<file path="src/rtl/i2s_rx_ctrl.sv">
// I2S receive-path master: BCK/LRCK generation, fixed-slot word capture,
// truncation and block-framed valid/ready streaming toward the FFT buffer.
module i2s_rx_ctrl #(
    parameter int BCK_DIV   = 4,
    parameter int FRAME_RES = 32,
    parameter int DATA_RES  = 24,
    parameter int OUT_RES   = 16,
    parameter int N_SAMPLES = 256,
    parameter int CHANNEL   = 0
) (
    input  logic                clk_i,
    input  logic                rst_ni,
    input  logic                en_i,
    output logic                bck_o,
    output logic                lrck_o,
    input  logic [DATA_RES-1:0] left_i,
    input  logic [DATA_RES-1:0] right_i,
    output logic [OUT_RES-1:0]  sample_o,
    output logic                valid_o,
    input  logic                ready_i,
    output logic                last_o,
    output logic                busy_o,
    output logic                overflow_o,
    input  logic                clr_ovf_i
);

    localparam int DIV_W = (BCK_DIV > 1) ? $clog2(BCK_DIV) : 1;
    localparam int BIT_W = $clog2(2 * FRAME_RES);
    localparam int SMP_W = $clog2(N_SAMPLES);

    localparam logic [DIV_W-1:0] DIV_MAX = DIV_W'(BCK_DIV - 1);
    localparam logic [BIT_W-1:0] BIT_MAX = BIT_W'(2 * FRAME_RES - 1);
    localparam logic [BIT_W-1:0] SLOT    = (CHANNEL == 0) ?
                                           BIT_W'(FRAME_RES + 4) : BIT_W'(4);
    localparam logic [SMP_W-1:0] SMP_MAX = SMP_W'(N_SAMPLES - 1);

    typedef enum logic [1:0] {
        IDLE,
        SYNC,
        RUN,
        DRAIN
    } state_e;

    state_e             state_q, state_d;
    logic [DIV_W-1:0]   div_cnt_q, div_cnt_d;
    logic               bck_q, bck_d;
    logic [BIT_W-1:0]   bit_cnt_q, bit_cnt_d;
    logic               lrck_q, lrck_d;
    logic [SMP_W-1:0]   smp_cnt_q, smp_cnt_d;
    logic [OUT_RES-1:0] sample_q, sample_d;
    logic               valid_q, valid_d;
    logic               last_q, last_d;
    logic               ovf_q, ovf_d;

    logic               wrap;
    logic               fall;
    logic [BIT_W-1:0]   bit_nxt;
    logic               frame_start;
    logic               slot_hit;
    logic [DATA_RES-1:0] word;
    logic               accept;
    logic               active;
    logic               cap;
    logic               load;
    logic               drop;
    logic               unused_lsbs;

    // Only the top OUT_RES bits of the selected channel are forwarded.
    assign word        = (CHANNEL == 0) ? left_i : right_i;
    assign unused_lsbs = ^{left_i, right_i};

    // Bit-clock timing: divider wrap toggles BCK, falling BCK steps the slot.
    always_comb begin
        wrap        = (div_cnt_q == DIV_MAX);
        fall        = wrap & bck_q;
        bit_nxt     = (bit_cnt_q == BIT_MAX) ? '0 : bit_cnt_q + 1'b1;
        frame_start = fall & (bit_nxt == '0);
        slot_hit    = fall & (bit_nxt == SLOT);
        div_cnt_d   = wrap ? '0 : div_cnt_q + 1'b1;
        bck_d       = wrap ? ~bck_q : bck_q;
        bit_cnt_d   = fall ? bit_nxt : bit_cnt_q;
        lrck_d      = fall ? bit_nxt[BIT_W-1] : lrck_q;
    end

    // Free-running clock generator registers.
    always_ff @(posedge clk_i or negedge rst_ni) begin
        if (!rst_ni) begin
            div_cnt_q <= '0;
            bck_q     <= 1'b0;
            bit_cnt_q <= '0;
            lrck_q    <= 1'b0;
        end else begin
            div_cnt_q <= div_cnt_d;
            bck_q     <= bck_d;
            bit_cnt_q <= bit_cnt_d;
            lrck_q    <= lrck_d;
        end
    end

    // Capture FSM state register.
    always_ff @(posedge clk_i or negedge rst_ni) begin
        if (!rst_ni) begin
            state_q <= IDLE;
        end else begin
            state_q <= state_d;
        end
    end

    // Capture FSM next state: DRAIN only exits once the block's last
    // sample has been handed over, so IDLE never holds a pending sample.
    always_comb begin
        state_d = state_q;
        accept  = valid_q & ready_i;
        unique case (state_q)
            IDLE: begin
                if (en_i) state_d = SYNC;
            end
            SYNC: begin
                if (!en_i)            state_d = IDLE;
                else if (frame_start) state_d = RUN;
            end
            RUN: begin
                if (!en_i) state_d = DRAIN;
            end
            DRAIN: begin
                if (accept && last_q) state_d = IDLE;
            end
            default: state_d = IDLE;
        endcase
    end

    // Output stage: load on free slot, drop and flag when the sink stalls.
    always_comb begin
        active    = ((state_q == RUN) || (state_q == DRAIN)) &&
                    (state_d != IDLE);
        cap       = slot_hit & active;
        load      = cap & (~valid_q | ready_i);
        drop      = cap & valid_q & ~ready_i;
        sample_d  = sample_q;
        valid_d   = valid_q & ~ready_i;
        last_d    = accept ? 1'b0 : last_q;
        smp_cnt_d = smp_cnt_q;
        ovf_d     = ovf_q;
        if (load) begin
            sample_d = word[DATA_RES-1 -: OUT_RES];
            valid_d  = 1'b1;
            last_d   = (smp_cnt_q == SMP_MAX);
            smp_cnt_d = (smp_cnt_q == SMP_MAX) ? '0 : smp_cnt_q + 1'b1;
        end
        if (state_q == IDLE) begin
            smp_cnt_d = '0;
        end
        if (drop) begin
            ovf_d = 1'b1;
        end else if (clr_ovf_i) begin
            ovf_d = 1'b0;
        end
    end

    // Output stage registers.
    always_ff @(posedge clk_i or negedge rst_ni) begin
        if (!rst_ni) begin
            smp_cnt_q <= '0;
            sample_q  <= '0;
            valid_q   <= 1'b0;
            last_q    <= 1'b0;
            ovf_q     <= 1'b0;
        end else begin
            smp_cnt_q <= smp_cnt_d;
            sample_q  <= sample_d;
            valid_q   <= valid_d;
            last_q    <= last_d;
            ovf_q     <= ovf_d;
        end
    end

    assign bck_o      = bck_q;
    assign lrck_o     = lrck_q;
    assign sample_o   = sample_q;
    assign valid_o    = valid_q;
    assign last_o     = last_q;
    assign busy_o     = (state_q != IDLE);
    assign overflow_o = ovf_q;

endmodule

</file>
<file path="config.mk">
export PLATFORM = sky130hd
export DESIGN_NAME = i2s_rx_ctrl
export DESIGN_NICKNAME = d
export VERILOG_FILES = /design/src/rtl/i2s_rx_ctrl.sv
export SDC_FILE = /design/constraint.sdc
export NUM_CORES = 1
export LEC_CHECK = 0
export CORE_MARGIN = 2
export CORE_UTILIZATION = 39
export CTS_BUF_LIST = sky130_fd_sc_hd__clkbuf_16
export CTS_CLUSTER_SIZE = 40
export DETAILED_ROUTE_END_ITERATION = 12
export PLACE_DENSITY = 0.76
export SETUP_SLACK_MARGIN = 0.15
export SLEW_MARGIN = 20
export SYNTH_ARGS = -nofsm -noshare
export SYNTH_HDL_FRONTEND = slang
export SYNTH_SLANG_ARGS = --single-unit
</file>
<file path="constraint.sdc">
create_clock -name clk_i -period 1.9 [get_ports clk_i]
set_input_delay 0.38 -clock clk_i [delete_from_list [all_inputs] [get_ports clk_i]]
set_output_delay 0.38 -clock clk_i [all_outputs]
set_load 0.005 [all_outputs]
</file>
== After elaboration in Yosys (flattened, before gate mapping) ==
Index checks and enable logic that the tools add are counted.

* Input port bits: 53
* Output and inout port bits: 22
* Logic and storage cells: 59
* Flip-flop bits (word level): 39

* Bitwise logic cells: 13
* Add/subtract/negate cells: 3
* Eq/ne operators: 7
* Multiplexer cells: 16
* Reduce and logical (&&, ||, !) cells: 10

{| class="wikitable"
|+ Operators with widths
! cell !! number
|-
| 8-bit two-way mux || 3
|-
| 6-bit equality test, second input constant || 2
|-
| 2-bit two-way mux || 6
|-
| 2-bit nonzero test || 5
|-
| 1-bit bitwise AND || 9
|-
| 8-bit by 1-bit adder with 8-bit output, second input constant || 1
|-
| 8-bit equality test, second input constant || 1
|-
| 2-bit case mux with 4 select lines || 1
|-
| 6-bit by 1-bit adder with 6-bit output, second input constant || 1
|-
| 2-bit equality test, second input constant || 3
|-
| 6-bit zero test || 1
|-
| 6-bit two-way mux || 1
|-
| 1-bit two-way mux || 5
|-
| 1-bit inverter || 3
|-
| 2-bit by 1-bit adder with 2-bit output, second input constant || 1
|-
| 2-bit by 1-bit equality test with 1-bit output, second input constant || 1
|-
| 1-bit logical AND || 2
|-
| 2-bit zero test || 1
|-
| 1-bit logical OR || 1
|-
| 1-bit bitwise OR || 1
|}

== Depth between registers and ports, before layout ==
Gate-level depths: netlist of the first run.

* Depth in word-level cells: 13
* Depth in mapped cells: 9
* Mapped depth without buffers: 6

== Worst setup path after synthesis of the first run ==
No wires, ideal clock.

* Kind: reg2reg
* From: register bit_cnt_q[0]
* To: register smp_cnt_q[3]
* Required time: 1.822 ns
* Period minus slack after synthesis: 2.110 ns
* Library setup time: 0.078 ns
* Slack: -0.210 ns
* Data arrival time: 2.032 ns
* Stages on the path, launching flop included: 8
* Path buffers: 1
* Path through: dfrtp_1 -> ha_1 -> buf_2 -> xnor2_1 -> nor3_4 -> o2111ai_4 -> or4_1 -> a21oi_1

* Cells in the longest elaborated chain, start to end: 12
* Elaborated cells on any way between the ends: 15
* Classes of those cells: add/sub: 1; eq/ne: 2; mux: 4; bitwise: 4; reduce/logical: 4

{| class="wikitable"
|+ RTL lines
! element !! RTL line !! RTL
|-
| start, declared || 47 || <nowiki>logic [BIT_W-1:0] bit_cnt_q, bit_cnt_d;</nowiki>
|-
| start signal, assigned || 95 || <nowiki>bit_cnt_q <= bit_cnt_d;</nowiki>
|-
| 6-bit by 1-bit adder with 6-bit output or 6-bit equality test (tied branches) || 76 || <nowiki>bit_nxt = (bit_cnt_q == BIT_MAX) ? '0 : bit_cnt_q + 1'b1;</nowiki>
|-
| 6-bit two-way mux (*) || 76 ||
|-
| 6-bit zero test || 77 || <nowiki>frame_start = fall & (bit_nxt == '0);</nowiki>
|-
| 1-bit bitwise AND || 77 ||
|-
| 2-bit two-way mux || 120 || <nowiki>else if (frame_start) state_d = RUN;</nowiki>
|-
| 2-bit two-way mux || 119 || <nowiki>if (!en_i) state_d = IDLE;</nowiki>
|-
| 2-bit case mux with 4 select lines || 114 || <nowiki>unique case (state_q)</nowiki>
|-
| 2-bit nonzero test || 135 || <nowiki>(state_d != IDLE);</nowiki>
|-
| 1-bit logical AND || 134 || <nowiki>active = ((state_q == RUN) || (state_q == DRAIN)) &&</nowiki>
|-
| 1-bit bitwise AND (*) || 136 || <nowiki>cap = slot_hit & active;</nowiki>
|-
| 1-bit bitwise AND (*) || 137 || <nowiki>load = cap & (~valid_q | ready_i);</nowiki>
|-
| 2-bit nonzero test (no source line) (*) || - ||
|-
| end signal, assigned || 169 || <nowiki>smp_cnt_q <= smp_cnt_d;</nowiki>
|-
| end, declared || 49 || <nowiki>logic [SMP_W-1:0] smp_cnt_q, smp_cnt_d;</nowiki>
|}

Mark *: on every way between the ends. The rest lies on a longest branch, timed or not.
A chain may end at the register's enable or synchronous reset.

== Worst setup path after layout of the first run ==
* From: register bit_cnt_q[1]
* To: register smp_cnt_q[4]

Same word-level chain as after synthesis.

==> results of run 1 <==
==> worst max-delay path: cells and delay by family (launching register included) <==
kind	cells	cell delay [ps]
AOI/OAI and AO/OA	3	710
adders and majority gates	1	230
DFF	1	410
and+or+nand+nor	2	440
==> area by class of cell <==
class	count	area [um^2]
multi-input cells	143	1021
clock inverters	3	20.02
well taps	54	67.56
inverters	6	22.52
repair buffers	77	719.4
fillers	367	1729
flip-flops and latches	38	955.9
clock buffers	5	125.1
==> cell families (layout without fill, tap and decap cells) <==
family                     Yosys count  after routing  share of synthesized area [%]
xor gates and xnor gates             5              5                          2.771
buffers and inverters               13             91                          3.040
adders and majority gates            4              4                          2.703
AOI/OAI and AO/OA                   38             38                          15.07
and+or+nand+nor                     94             94                          23.92
DFF                                 38             38                          51.35
muxes                                2              2                          1.149
==> power groups by stage <==
stage	sequential [mW]	clock [mW]	combinational, mW
after global placement	0.826	0	0.0746
final	0.811	0.830	0.0752
after detailed placement	0.826	0	0.0749
after CTS	0.811	0.848	0.0759
after floorplan	0.826	0	0.00690
after global routing	0.810	0.890	0.0842
==> final timing paths <==
| kind | slack (ps) | startpoint | endpoint |
|---|---|---|---|
| max | 30 | bit_cnt_q[1]$_DFFE_PN0P_ | smp_cnt_q[4]$_DFFE_PN0P_ |
| min | 130 | rst_ni | bit_cnt_q[4]$_DFFE_PN0P_ |
| max reg2reg | 30 | bit_cnt_q[1]$_DFFE_PN0P_ | smp_cnt_q[4]$_DFFE_PN0P_ |
| min reg2reg | 430 | div_cnt_q[0]$_DFF_PN0_ | div_cnt_q[0]$_DFF_PN0_ |
| max in group asynchronous | 1400 | rst_ni | bit_cnt_q[2]$_DFFE_PN0P_ |
| min in group clk_i | 430 | div_cnt_q[0]$_DFF_PN0_ | div_cnt_q[0]$_DFF_PN0_ |
==> synthesized netlist by cell type, types with 2 or more instances <==
library cell,instances,share of area [%]
and2_1,3,1.0
xnor2_1,3,1.4
a21oi_1,9,2.4
nand2_1,58,12
nand2b_1,3,1.0
a22o_1,2,0.95
o21a_1,2,0.81
o21ai_0,7,1.9
o2111ai_1,2,0.95
nand4_1,6,2.0
nor2_1,6,1.2
or3_1,5,1.7
o211ai_1,2,0.81
dfrtp_1,38,51
or2_2,2,0.68
ha_1,4,2.7
inv_1,6,1.2
buf_2,3,0.81
nand3_1,4,1.1
clkbuf_1,3,0.61
nor3_4,2,1.8
==> timing repair <==
item,CTS,global route
pin swaps,7,6
setup endpoints to repair,28,27
gates resized for setup,26,17
cloned,0,0
setup buffers,6,8
==> flip-flops by register name, summed over array words and instances (netlist names) <==
register	flops
last_o	1
bit_cnt_q	6
smp_cnt_q	8
state_q	2
valid_o	1
div_cnt_q	2
bck_o	1
sample_o	16
overflow_o	1
==> cell usage in the layout (no fill, tap or decap), types with 4 or more instances in the layout <==
cell	netlist	final
a21oi_1	9	6
buf_4	1	27
buf_6	0	6
clkbuf_16	0	5
clkdlybuf4s50_1	0	40
dfrtp_1	38	34
dfrtp_2	0	4
inv_1	6	6
nand2_1	58	57
nand4_1	6	6
nor2_1	6	5
o21ai_0	7	4
or3_1	5	4
==> through the flow <==
stage	cells	setup WS, ps	total power, mW
detailed placement	304	-253.0	0.9006
global route	326	-128.4	1.785
CTS	318	49.63	1.734
floorplan	194	34.52	0.8333
finish	326	29.21	1.716
global placement	304	-259.9	0.9002
==> per-layer routing <==
metal  vias up  part of all wire (%)  track usage, %
met1       791                    44           23.53
met2        41                    48           28.08
met3         6                   6.4           6.492
met5         -                     0               0
met4         0                   1.3           6.790
li1        827                     -               -
==> results.json, run 1 <==
{
  "p_leak_nw": 1.275,
  "final.period_utilization_pct": 98.46,
  "dieArea_mm2": 0.005315,
  "cts_buffers": 5,
  "p_comb_share_pct": 4.4,
  "cts.sinks": 38,
  "cp_slowest_cell": "dfrtp_2",
  "ys_types": 45,
  "finalWirelength_mm": 4.465,
  "clk_path_buf_depth": 2,
  "grt_pass1_wl_mm": 7.500,
  "antenna_found_initial": 0,
  "grt_overflow": 0,
  "synth-edff-count": 0,
  "worst_pin_slew_ps": 477.4,
  "grt_pass1_vias": 1673,
  "clk_latency_ps": 280,
  "worst-setup-path-type": "flip-flop to flip-flop",
  "crit_fanout": 4,
  "ios": 75,
  "fp-row-count": 25,
  "end_kind": "flip-flop",
  "drc_errors": 0,
  "num_vias": 1665,
  "cts_max_level": 2,
  "crit_required_ps": 2110,
  "crit_chain": "ha_1, nand2b_4, a2111oi_4, o2111ai_2, or3_1, a21oi_1",
  "grtUsageTotal_pct": 18.18,
  "cts_hold_buf": 0,
  "detail-route-antenna-nets": 0,
  "final_area_mm2": 0.002932,
  "placed_area_mm2": 0.002501,
  "synth_seq_cells": 38,
  "slew_headroom_pct": 68.17,
  "path_clk_slew_ps": 60,
  "grt_max_degree": 39,
  "finClkSkew_ps": 5.174,
  "grt_setup_unrepaired": "yes",
  "slowest_delay_ps": 410,
  "p_int_mw": 1.341,
  "slew_violations": 0,
  "dr.pass1.iters": 4,
  "pwr-share-seq_pct": 47.3,
  "powerDensity_mw_per_mm2": 585.4,
  "hold_ws_ps": 130.2,
  "final_layout_size_suffix_gt1_share_pct": 28.31,
  "finalSetupViolations": 0,
  "min_period_ps": 1871,
  "synthArstFlopShare_pct": 100.0,
  "critPathLaunchType": "flip-flop",
  "dp_hpwl_mm": 2.862,
  "initial_core_util_pct": 39.73,
  "cap_violations": 0,
  "ys_seq_area_share_pct": 51.35,
  "die_w_um": 72.91,
  "clkPwrFrac_pct": 48.4,
  "ir_drop_v": 0.0004662,
  "io_buffers": 42,
  "status": "complete, no violations",
  "viasPerCell": 5.107,
  "synth_area_mm2": 0.001852,
  "finish.utilization_pct": 62.90,
  "tns_ps": 0,
  "antenna_cells": 0,
  "ys_warn_count": 0,
  "die_y_um": 72.91,
  "hold_class": "input pin to async pin",
  "gp_congestion": 0.8260,
  "wl_per_cell_um": 13.70,
  "synthCells": 194,
  "syn2layout_area_growth_pct": 58.31,
  "finalNetCount": 328,
  "swShare_pct": 21.85,
  "drt_iter0_markers": 56,
  "rr_worst_depth": 6,
  "synth_fp_nets": 251,
  "core_mm2": 0.004661,
  "p_sw_uw": 375.0,
  "synth_ff_type": "dfrtp_1",
  "cts_tree": "built",
  "clockRootBuffer": "clkbuf_16",
  "fmax_mhz": 534.5,
  "hold_viol": 0,
  "syn_avg_cell_area_um2": 9.545,
  "crit_arrival_ps": 2080
}
No activity file was read; power rests on OpenSTA's default activity.
==> inputs of run 2 (changes only) <==
--- a/config.mk
+++ b/config.mk
@@ -5,6 +5,7 @@
 export SDC_FILE = /design/constraint.sdc
 export NUM_CORES = 1
 export LEC_CHECK = 0
+export ABC_CLOCK_PERIOD_IN_PS = 1900
 export CORE_MARGIN = 2
 export CORE_UTILIZATION = 39
 export CTS_BUF_LIST = sky130_fd_sc_hd__clkbuf_16
==> results of run 2 <==
Final layout, timing and power as in run 1 (identical DEF).
